### src/rtl/key_debounce.sv
// Push-button conditioner: synchronizes a raw active-low key, debounces press and
// release, and produces level, edge pulses, a long-press pulse and an LED toggle.
module key_debounce #(
  parameter logic [31:0] DEBOUNCE_CNT = 32'd1000000,
  parameter logic [31:0] LONG_CNT     = 32'd50000000
) (
  input  logic sys_clk,
  input  logic sys_rst_n,
  input  logic key_n,
  output logic key_level,
  output logic key_press,
  output logic key_release,
  output logic key_long,
  output logic led_toggle
);

  typedef enum logic [1:0] {
    IDLE       = 2'd0,
    PRESS_DB   = 2'd1,
    PRESSED    = 2'd2,
    RELEASE_DB = 2'd3
  } state_t;

  state_t      state_q, state_d;
  logic        sync1_q, sync1_d;
  logic        key_s_q, key_s_d;
  logic [31:0] db_cnt_q, db_cnt_d;
  logic [31:0] hold_cnt_q, hold_cnt_d;
  logic        long_done_q, long_done_d;
  logic        key_level_q, key_level_d;
  logic        key_press_q, key_press_d;
  logic        key_release_q, key_release_d;
  logic        key_long_q, key_long_d;
  logic        led_toggle_q, led_toggle_d;

  always_comb begin
    sync1_d       = key_n;
    key_s_d       = sync1_q;
    state_d       = state_q;
    db_cnt_d      = db_cnt_q;
    hold_cnt_d    = hold_cnt_q;
    long_done_d   = long_done_q;
    key_level_d   = key_level_q;
    key_press_d   = 1'b0;
    key_release_d = 1'b0;
    key_long_d    = 1'b0;
    led_toggle_d  = led_toggle_q;

    // Hold timer runs through release debounce too, so a glitch never restarts it.
    if ((state_q == PRESSED || state_q == RELEASE_DB) && !long_done_q) begin
      if (hold_cnt_q == LONG_CNT - 32'd1) begin
        key_long_d  = 1'b1;
        long_done_d = 1'b1;
      end else begin
        hold_cnt_d = hold_cnt_q + 32'd1;
      end
    end

    case (state_q)
      IDLE: begin
        if (!key_s_q) begin
          state_d  = PRESS_DB;
          db_cnt_d = 32'd0;
        end
      end
      PRESS_DB: begin
        if (key_s_q) begin
          state_d = IDLE;
        end else if (db_cnt_q == DEBOUNCE_CNT - 32'd1) begin
          state_d      = PRESSED;
          key_press_d  = 1'b1;
          key_level_d  = 1'b1;
          led_toggle_d = ~led_toggle_q;
          hold_cnt_d   = 32'd0;
          long_done_d  = 1'b0;
        end else begin
          db_cnt_d = db_cnt_q + 32'd1;
        end
      end
      PRESSED: begin
        if (key_s_q) begin
          state_d  = RELEASE_DB;
          db_cnt_d = 32'd0;
        end
      end
      RELEASE_DB: begin
        if (!key_s_q) begin
          state_d = PRESSED;
        end else if (db_cnt_q == DEBOUNCE_CNT - 32'd1) begin
          state_d       = IDLE;
          key_release_d = 1'b1;
          key_level_d   = 1'b0;
        end else begin
          db_cnt_d = db_cnt_q + 32'd1;
        end
      end
      default: state_d = IDLE;
    endcase
  end

  always_ff @(posedge sys_clk or negedge sys_rst_n) begin
    if (!sys_rst_n) begin
      sync1_q       <= 1'b1;
      key_s_q       <= 1'b1;
      state_q       <= IDLE;
      db_cnt_q      <= 32'd0;
      hold_cnt_q    <= 32'd0;
      long_done_q   <= 1'b0;
      key_level_q   <= 1'b0;
      key_press_q   <= 1'b0;
      key_release_q <= 1'b0;
      key_long_q    <= 1'b0;
      led_toggle_q  <= 1'b0;
    end else begin
      sync1_q       <= sync1_d;
      key_s_q       <= key_s_d;
      state_q       <= state_d;
      db_cnt_q      <= db_cnt_d;
      hold_cnt_q    <= hold_cnt_d;
      long_done_q   <= long_done_d;
      key_level_q   <= key_level_d;
      key_press_q   <= key_press_d;
      key_release_q <= key_release_d;
      key_long_q    <= key_long_d;
      led_toggle_q  <= led_toggle_d;
    end
  end

  assign key_level   = key_level_q;
  assign key_press   = key_press_q;
  assign key_release = key_release_q;
  assign key_long    = key_long_q;
  assign led_toggle  = led_toggle_q;

endmodule
### config.mk
export PLATFORM = sky130hd
export DESIGN_NAME = key_debounce
export DESIGN_NICKNAME = d
export VERILOG_FILES = /design/src/rtl/key_debounce.sv
export SDC_FILE = /design/constraint.sdc
export NUM_CORES = 1
export LEC_CHECK = 0
export CAP_MARGIN = 5
export CORE_MARGIN = 2
export CORE_UTILIZATION = 43
export CTS_CLUSTER_DIAMETER = 80
export DETAILED_ROUTE_END_ITERATION = 7
export PLACE_DENSITY_LB_ADDON = 0.25
export SLEW_MARGIN = 20
export SYNTH_ARGS = -nofsm -noshare
export SYNTH_HDL_FRONTEND = slang
export SYNTH_SLANG_ARGS = --single-unit
### constraint.sdc
create_clock -name sys_clk -period 6.62 [get_ports sys_clk]
set_input_delay 1.324 -clock sys_clk [delete_from_list [all_inputs] [get_ports sys_clk]]
set_output_delay 1.324 -clock sys_clk [all_outputs]
set_load 0.01 [all_outputs]
# Word level (Yosys, flattened, before mapping)
# Index checks and enable logic that the tools add are counted.
dict set report totals {
  register_bits 74
  output_inout_bits 5
  wordCells 72
}
dict set report classes {
  n_mux 35
  n_addsub 2
  eq_ne 13
  n_reduce_logical 9
  bitwise_logic 2
}
# op count
set op_table {}
lappend op_table {{$mux W32} 10}
lappend op_table {{$pmux W32 S4} 1}
lappend op_table {{$add A32 B1 Y32 const B} 2}
lappend op_table {{$eq A32 B20 Y1 const B} 1}
lappend op_table {{$eq A32 B26 Y1 const B} 1}
lappend op_table {{$mux W1} 16}
lappend op_table {{$mux W2} 6}
lappend op_table {{$ne A2 B2 Y1 const B} 5}
lappend op_table {{$pmux W2 S4} 1}
lappend op_table {{$reduce_and A4 Y1} 2}
lappend op_table {{$reduce_and A5 Y1} 1}
lappend op_table {{$eq A2 B2 Y1 const B} 2}
lappend op_table {{$ne A3 B2 Y1 const B} 1}
lappend op_table {{$ne A3 B3 Y1 const B} 1}
lappend op_table {{$reduce_and A3 Y1} 1}
lappend op_table {{$eq A2 B1 Y1 const B} 1}
lappend op_table {{$logic_not A2 Y1} 1}
lappend op_table {{$ne A2 B1 Y1 const B} 1}
lappend op_table {{$not A1 Y1} 2}
lappend op_table {{$pmux W1 S2} 1}
lappend op_table {{$reduce_bool A2 Y1} 1}
lappend op_table {{$logic_and A1 B1 Y1} 1}
lappend op_table {{$logic_not A1 Y1} 1}
lappend op_table {{$logic_or A1 B1 Y1} 1}

# Longest topological paths before layout
# Gate-level depths: netlist of the first run.
dict set report depth {
  ltp_word 7
  ltp_mapped 8
}

# Least setup slack after synthesis of the first run
# Ideal clock, no wire load.
dict set report synth_timing {
  path_kind {reg-to-reg}
  from {register key_s_q}
  to {register db_cnt_q[17]}
  path_stages_with_launch 8
  slack_ps 4361
  required_ps 6542
  path_buffers 2
  period_less_slack_ps 2259
  arrival_time_ps 2181
  path_cell_list {dfstp_2 > buf_2 > xor2_1 > or2_1 > buf_2 > or4_1 > or3_1 > a21oi_1}
}
dict set report synth_via {
  elab_chain_cells 2
  word_cells_on_any_way 5
  classes_between {eq/ne (4); reduce/logical (1)}
}
# element line
set synth_rtl {}
lappend synth_rtl {{start: declaration} 26} ;# logic key_s_q, key_s_d;
lappend synth_rtl {{start signal: assignment} 116} ;# key_s_q <= key_s_d;
lappend synth_rtl {{$ne A2 B2 Y1 (no line)} --}
lappend synth_rtl {{$reduce_and A4 Y1 (no line) (*)} --}
lappend synth_rtl {{end signal: assignment} 118} ;# db_cnt_q <= db_cnt_d;
lappend synth_rtl {{end: declaration} 27} ;# logic [31:0] db_cnt_q, db_cnt_d;
# Mark *: on every way between the ends. The rest lies on a longest branch, timed or not.
# A chain may end at the register's enable or synchronous reset.

# Worst setup path after layout of the first run
dict set report layout_timing {
  from {register led_toggle_q (netlist: led_toggle)}
  to {output led_toggle}
}
# element line
set layout_rtl {}
lappend layout_rtl {{start: declaration} 34} ;# logic led_toggle_q, led_toggle_d;
lappend layout_rtl {{start signal: assignment} 125} ;# led_toggle_q <= led_toggle_d;
lappend layout_rtl {{end: declaration} 14} ;# output logic led_toggle
# No word-level cell between the ends.

==> run summary, run 1 <==
all-layer global routing usage = 18.67%
hold_buf cts = 0
die area = 0.01008 mm2
DRT antenna net count = 0
Post-synth EDFFs = 0
drt total wl = 8.667 mm
Synth warnings = 0
Clk pwr share = 40.2%
Hold Path Class = register to register
Syn Area/Cell = 9.334 um2
Regs by FF count = db_cnt_q: 32 flops, hold_cnt_q: 32 flops
final setup fails = 0
status = finished, final reports clean
# resized after CTS = 0
kind of critical path = register to primary output
ant diodes = 0
Hold Violations, Final = 0
Critical Path Fanout Max = 2
max_cap viols = 0
DR iter-0 viols = 212
std cell rows = 35
Worst R2R Path Depth = 5
Synth Register Bits = 74
Slew headroom = 37.24%
hold slack = 0.3581 ns
reg-to-reg slack, setup = 4.06 ns
Required @ worst endpoint = 5.30 ns
most area-hungry cell type in the Yosys netlist = dfrtp_1
Async S/R FF share, synth = 100.0%
I/O Buffers = 7
synth unique cells = 51
Setup crit start kind = register
nets@finish = 436
dpl ws = 4.098 ns
Clock Tree Root = clkbuf_8
core area = 0.009109 mm2
DR pass1 iterations = 4
Peak VDD IR = 0.1007 mV
Setup Buffers After CTS = 0
layout cells sized above 1 = 8.028%
CTS tree = built
worst setup margin = 4.036 ns
Area Growth Syn to Fin = 8.393%
Tmin final = 2.584 ns
clock buffer depth = 2
Final Max Tran Viols = 0
HPWL after DPL = 5.835 mm
reg-to-reg endpoint = db_cnt_q[15]
remaining global-route overflow = 0
Psw = 0.0001983 W
I/O Pins = 8
WP buf/inv = 1
Critical Path AT = 1.26 ns
area of the mapped netlist = 0.003995 mm2
H-tree depth = 3
critical-path cell list = clkdlybuf4s50_1
setup TNS = 0 ns
Final Wtd Congestion = 0.8406
Max Clk Rate = 0.3870 GHz
Initial Utilization = 43.86%
total number of vias = 3293
CP endpoint = led_toggle
switch share = 24.64%
Die W = 100.4 um
die height = 100.4 um
Seq pwr share = 57.0%
vias in the first global route = 3202
PD cells = 185.8 mW/mm2
critical path's top delay family = buffers and inverters
syn_nets = 433
first-pass GRT wire length = 15.19 mm
Gate Count Post-Synth = 428
P_int = 0.0006064 W
clk sinks = 74
Seq/Total Area, Yosys = 46.41%
DRC = 0
Via-to-Cell Ratio = 6.020
most used flip-flop cell after synthesis = dfrtp_1
Worst Setup SP = led_toggle
worst-skew pair later-pin latency = 0.34 ns
period utilization = 39.03%
Worst Setup End Kind = primary output
pin count of the biggest net entering global routing = 75
worst-path cell with the longest stage delay = clkdlybuf4s50_1
Comb pwr share = 2.8%
unrepaired setup endpoints after global routing = no
Synth area leaders = dfrtp_1, nor2_1, xor2_1
total clock buffers created by CTS = 9
WL/cell = 15.84 um
initial antenna violation count = 0
Hold Crit Start = key_s_d
clk slew on worst S/H paths = 0.08 ns
skew final = 0.01357 ns
post-synth top area share = 45.10%
Lkg Pwr = 1.772 nW
Crit. path cell count = 1
worst-margin pin slew = 0.9413 ns
slowest cell delay on critical path = 0.54 ns
## metal layers
layer  GRT usage (%)  part of all wire [%]  up-vias
li1                -                     -     1601
met4           7.376                   1.8        0
met1           24.61                    46     1610
met3           2.855                   3.1       14
met5               0                     0        -
met2           30.92                    49       68
## how the worst min path moves through the flow
| stage | to | slack, ns | depth (start not counted) |
|---|---|---|---|
| floorplan | key_s_q | 0.35 | 0 |
| global placement | key_s_q | 0.35 | 0 |
| detailed placement | key_s_q | 0.35 | 0 |
| CTS | key_s_q | 0.36 | 0 |
| global route | key_s_q | 0.36 | 0 |
| finish | key_s_q | 0.36 | 0 |
## power groups by stage
stage | registers, W | logic, W | clock network [W]
after floorplan | 0.000466 | 0.0000104 | 0
final | 0.000459 | 0.0000222 | 0.000324
after global placement | 0.000467 | 0.0000222 | 0
after global routing | 0.000460 | 0.0000258 | 0.000355
after CTS | 0.000459 | 0.0000231 | 0.000338
after detailed placement | 0.000468 | 0.0000231 | 0
## synth_stat cells, drive strengths merged, types with 2 or more instances
master	count
dfrtp	72
nor2	47
nand2	34
nand3	28
nand4	25
nor4	20
xor2	19
a21oi	16
o21ai	13
clkbuf	12
xnor2	12
or4	11
and3	10
o31ai	10
nor3	9
o211ai	9
or3	9
and4	8
buf	7
inv	6
nand2b	5
or2	5
nand3b	4
nor2b	4
mux2i	3
nand4b	3
nor4b	3
and4b	2
dfstp	2
ha	2
nor4bb	2
o21a	2
o311ai	2
o31a	2
## through the flow
step / instance area [um2] / std cells / utilization (%) / total power, W
6_report: 4330 / 547 / 47.54 / 0.0008047
5_1_grt: 4330 / 547 / 47.54 / 0.0008405
4_1_cts: 4330 / 547 / 47.54 / 0.0008195
3_5_place_dp: 4151 / 531 / 45.58 / 0.0004908
3_3_place_gp: 4151 / 531 / 45.58 / 0.0004896
2_1_floorplan: 3995 / 428 / - / 0.0004765
## cell type report
cell class                      instances  area (um2)
Clock inverter                          6       41.29
Tap cell                              111       138.9
Inverter                                6       22.52
Multi-Input combinational cell        329        2038
Clock buffer                           10       137.6
Sequential cell                        74        1854
Timing Repair Buffer                   11       97.59
Fill cell                             854        4778
## layout by cell type, fill, tap and decap left out, drive strengths merged, types with 3 or more instances in the layout
| cell | count |
|---|---|
| dfrtp | 72 |
| nor2 | 47 |
| nand2 | 34 |
| nand3 | 28 |
| nand4 | 25 |
| nor4 | 20 |
| xor2 | 19 |
| a21oi | 16 |
| o21ai | 13 |
| xnor2 | 12 |
| or4 | 11 |
| o31ai | 10 |
| clkbuf | 10 |
| and3 | 10 |
| nor3 | 9 |
| or3 | 9 |
| o211ai | 9 |
| and4 | 8 |
| inv | 7 |
| clkdlybuf4s50 | 6 |
| nand2b | 5 |
| buf | 5 |
| or2 | 5 |
| nand3b | 4 |
| nor2b | 4 |
| nor4b | 3 |
| nand4b | 3 |
| mux2i | 3 |
| clkinvlp | 3 |
## cell families (layout without fill, tap and decap cells)
family          after synthesis  count (layout)  share of synthesized area (%)
compound gates               60              60                          9.803
simple gates                233             233                          32.70
fa+ha+maj                     2               2                         0.6263
xor+xnor                     31              31                          6.984
flops                        74              74                          46.41
buf+inv                      25              33                          2.725
mux                           3               3                         0.7517
No activity file was read; power rests on OpenSTA's default activity.
==> run 2, diff against run 1 <==
clock period = 2.45 ns   (was 6.62 ns; I/O delays follow)
==> run summary, run 2 (synthesis gave the netlist of run 1 again) <==
core area = 0.009109 mm2 (unchanged)
setup TNS = 0 ns (unchanged)
hold slack = 0.09127 ns (was 0.3581 ns)
DRT antenna net count = 0 (unchanged)
Hold Path Class = input port to async pin (was register to register)
Core Util, Final = 49.15% (was 47.54%)
worst-skew pair later-pin latency = 0.35 ns (was 0.34 ns)
drt total wl = 8.875 mm (was 8.667 mm)
Hold Violations, Final = 0 (unchanged)
Setup Buffers After CTS = 0 (unchanged)
DR pass1 iterations = 4 (unchanged)
unrepaired setup endpoints after global routing = no (unchanged)
all-layer global routing usage = 19.30% (was 18.67%)
ant diodes = 0 (unchanged)
HPWL after DPL = 6.164 mm (was 5.835 mm)
CTS tree = built (unchanged)
PD cells = 479.6 mW/mm2 (was 185.8 mW/mm2)
kind of critical path = register to register (was register to primary output)
Final Wtd Congestion = 0.8632 (was 0.8406)
worst-margin pin slew = 0.5016 ns (was 0.9413 ns)
Worst Setup End Kind = register (was primary output)
Via-to-Cell Ratio = 5.840 (was 6.020)
skew final = 0.006480 ns (was 0.01357 ns)
die height = 100.4 um (unchanged)
Critical Path Fanout Max = 7 (was 2)
met1 GRT Util = 25.27% (was 24.61%)
std cell rows = 35 (unchanged)
Critical Path AT = 2.59 ns (was 1.26 ns)
Slew headroom = 66.44% (was 37.24%)
WL/cell = 15.74 um (was 15.84 um)
I/O Pins = 8 (unchanged)
total number of vias = 3294 (was 3293)
remaining global-route overflow = 0 (unchanged)
status = finished, final reports clean (unchanged)
H-tree depth = 3 (unchanged)
total clock buffers created by CTS = 9 (unchanged)
Lkg Pwr = 1.865 nW (was 1.772 nW)
max_cap viols = 0 (unchanged)
clk sinks = 74 (unchanged)
layout cells sized above 1 = 11.26% (was 8.028%)
reg-to-reg slack, setup = 0.13 ns (was 4.06 ns)
die area = 0.01008 mm2 (unchanged)
period utilization = 94.62%
Tmin final = 2.318 ns
Initial Utilization = 43.86% (unchanged)
commonest non-fill, non-tap cells in the layout = dfrtp_1, nor2_1, nand2_1, nand3_1, nand4_1 (unchanged)
final setup fails = 0 (unchanged)
clk slew on worst S/H paths = 0.08 ns (about the same)
clock buffer depth = 2 (unchanged)
I/O Buffers = 7 (unchanged)
Area Growth Syn to Fin = 12.06% (was 8.393%)
nets@finish = 453 (was 436)
Fill cells = 857 (was 854)
DR iter-0 viols = 172 (was 212)
Die W = 100.4 um (unchanged)
Max Clk Rate = 0.4314 GHz
initial antenna violation count = 0 (unchanged)
commonest non-fill, non-tap cell in the layout = dfrtp_1 (unchanged)
pin count of the biggest net entering global routing = 39 (was 75)
met2 usage in global routing = 31.23% (was 30.92%)
vias in the first global route = 3215 (was 3202)
Final Max Tran Viols = 0 (unchanged)
first-pass GRT wire length = 15.62 mm (was 15.19 mm)
Regs by FF count = db_cnt_q: 32 flops, hold_cnt_q: 32 flops (unchanged)
DRC = 0 (unchanged)
Peak VDD IR = 0.2511 mV (was 0.1007 mV)
met3 Usage GRT = 5.153% (was 2.855%)
GRT Max-Usage Layer = met2 (unchanged)
Setup crit start kind = register (unchanged)
Clock Tree Root = clkbuf_8 (unchanged)
Required @ worst endpoint = 2.72 ns (was 5.30 ns)
==> run 2: changes by cell type in the layout (fill, tap and decap cells not counted), sizes merged <==
cell	delta
buf	+17
clkbuf	+2
clkinvlp	-2
==> run 2: layout make-up <==
| cell class | instances | area (um2) | share of cell area, % |
|---|---|---|---|
| multi-input combinational | 329 | 2039 | 45.56 |
| inverter | 6 | 22.52 | 0.5031 |
| tap | 111 | 138.9 | 3.102 |
| clock inverter | 4 | 26.28 | 0.5869 |
| clock buffer | 12 | 145.1 | 3.242 |
| timing repair buffer | 28 | 250.2 | 5.590 |
| sequential | 74 | 1854 | 41.42 |
==> run 2: path summary, 6_finish.rpt <==
path,startpoint,endpoint,cells past startpoint
min in group sys_clk,key_s_d,key_s_q,0
max,db_cnt_q[0],db_cnt_q[26],6
min,sys_rst_n,hold_cnt_q[4],1
max reg2reg,db_cnt_q[0],db_cnt_q[26],6
max in group asynchronous,sys_rst_n,key_s_d,2
min reg2reg,key_s_d,key_s_q,0
==> run 2: critical path, cell delays in order, from the launching register on <==
cell,delay [ns]
dfrtp_1,0.39
ha_1,0.23
nand3_1,0.11
or3_1,0.42
or3_1,0.50
or4_1,0.45
a21oi_1,0.16
==> run 2: power by group <==
group          internal, W  leakage (nW)  switching [W]
sequential         0.00123          1.02     0.00000931
clock             0.000396        0.0868       0.000443
combinational    0.0000196         0.755      0.0000491
total              0.00165          1.87       0.000501
==> run 2: routing by layer <==
layer | up-vias | routed length, um
li1 | 1636 | -
met5 | - | 0
met1 | 1581 | 4280
met4 | 0 | 178
met2 | 58 | 4134
met3 | 19 | 282
==> run 2: timing repair <==
item,4_1_cts,5_1_grt
setup endpoints to repair,0,10
hold buffers,0,0
gates resized for setup,0,1
==> run 2: through the flow <==
step	worst slack [ns]	total power (W)	area [um2]	cells
2_1_floorplan	0.1912	0.001288	3995	428
3_3_place_gp	0.1904	0.001332	4304	548
3_5_place_dp	0.1420	0.001333	4304	548
4_1_cts	0.1255	0.002187	4476	564
5_1_grt	0.02587	0.002248	4477	564
6_report	0.1319	0.002147	4477	564
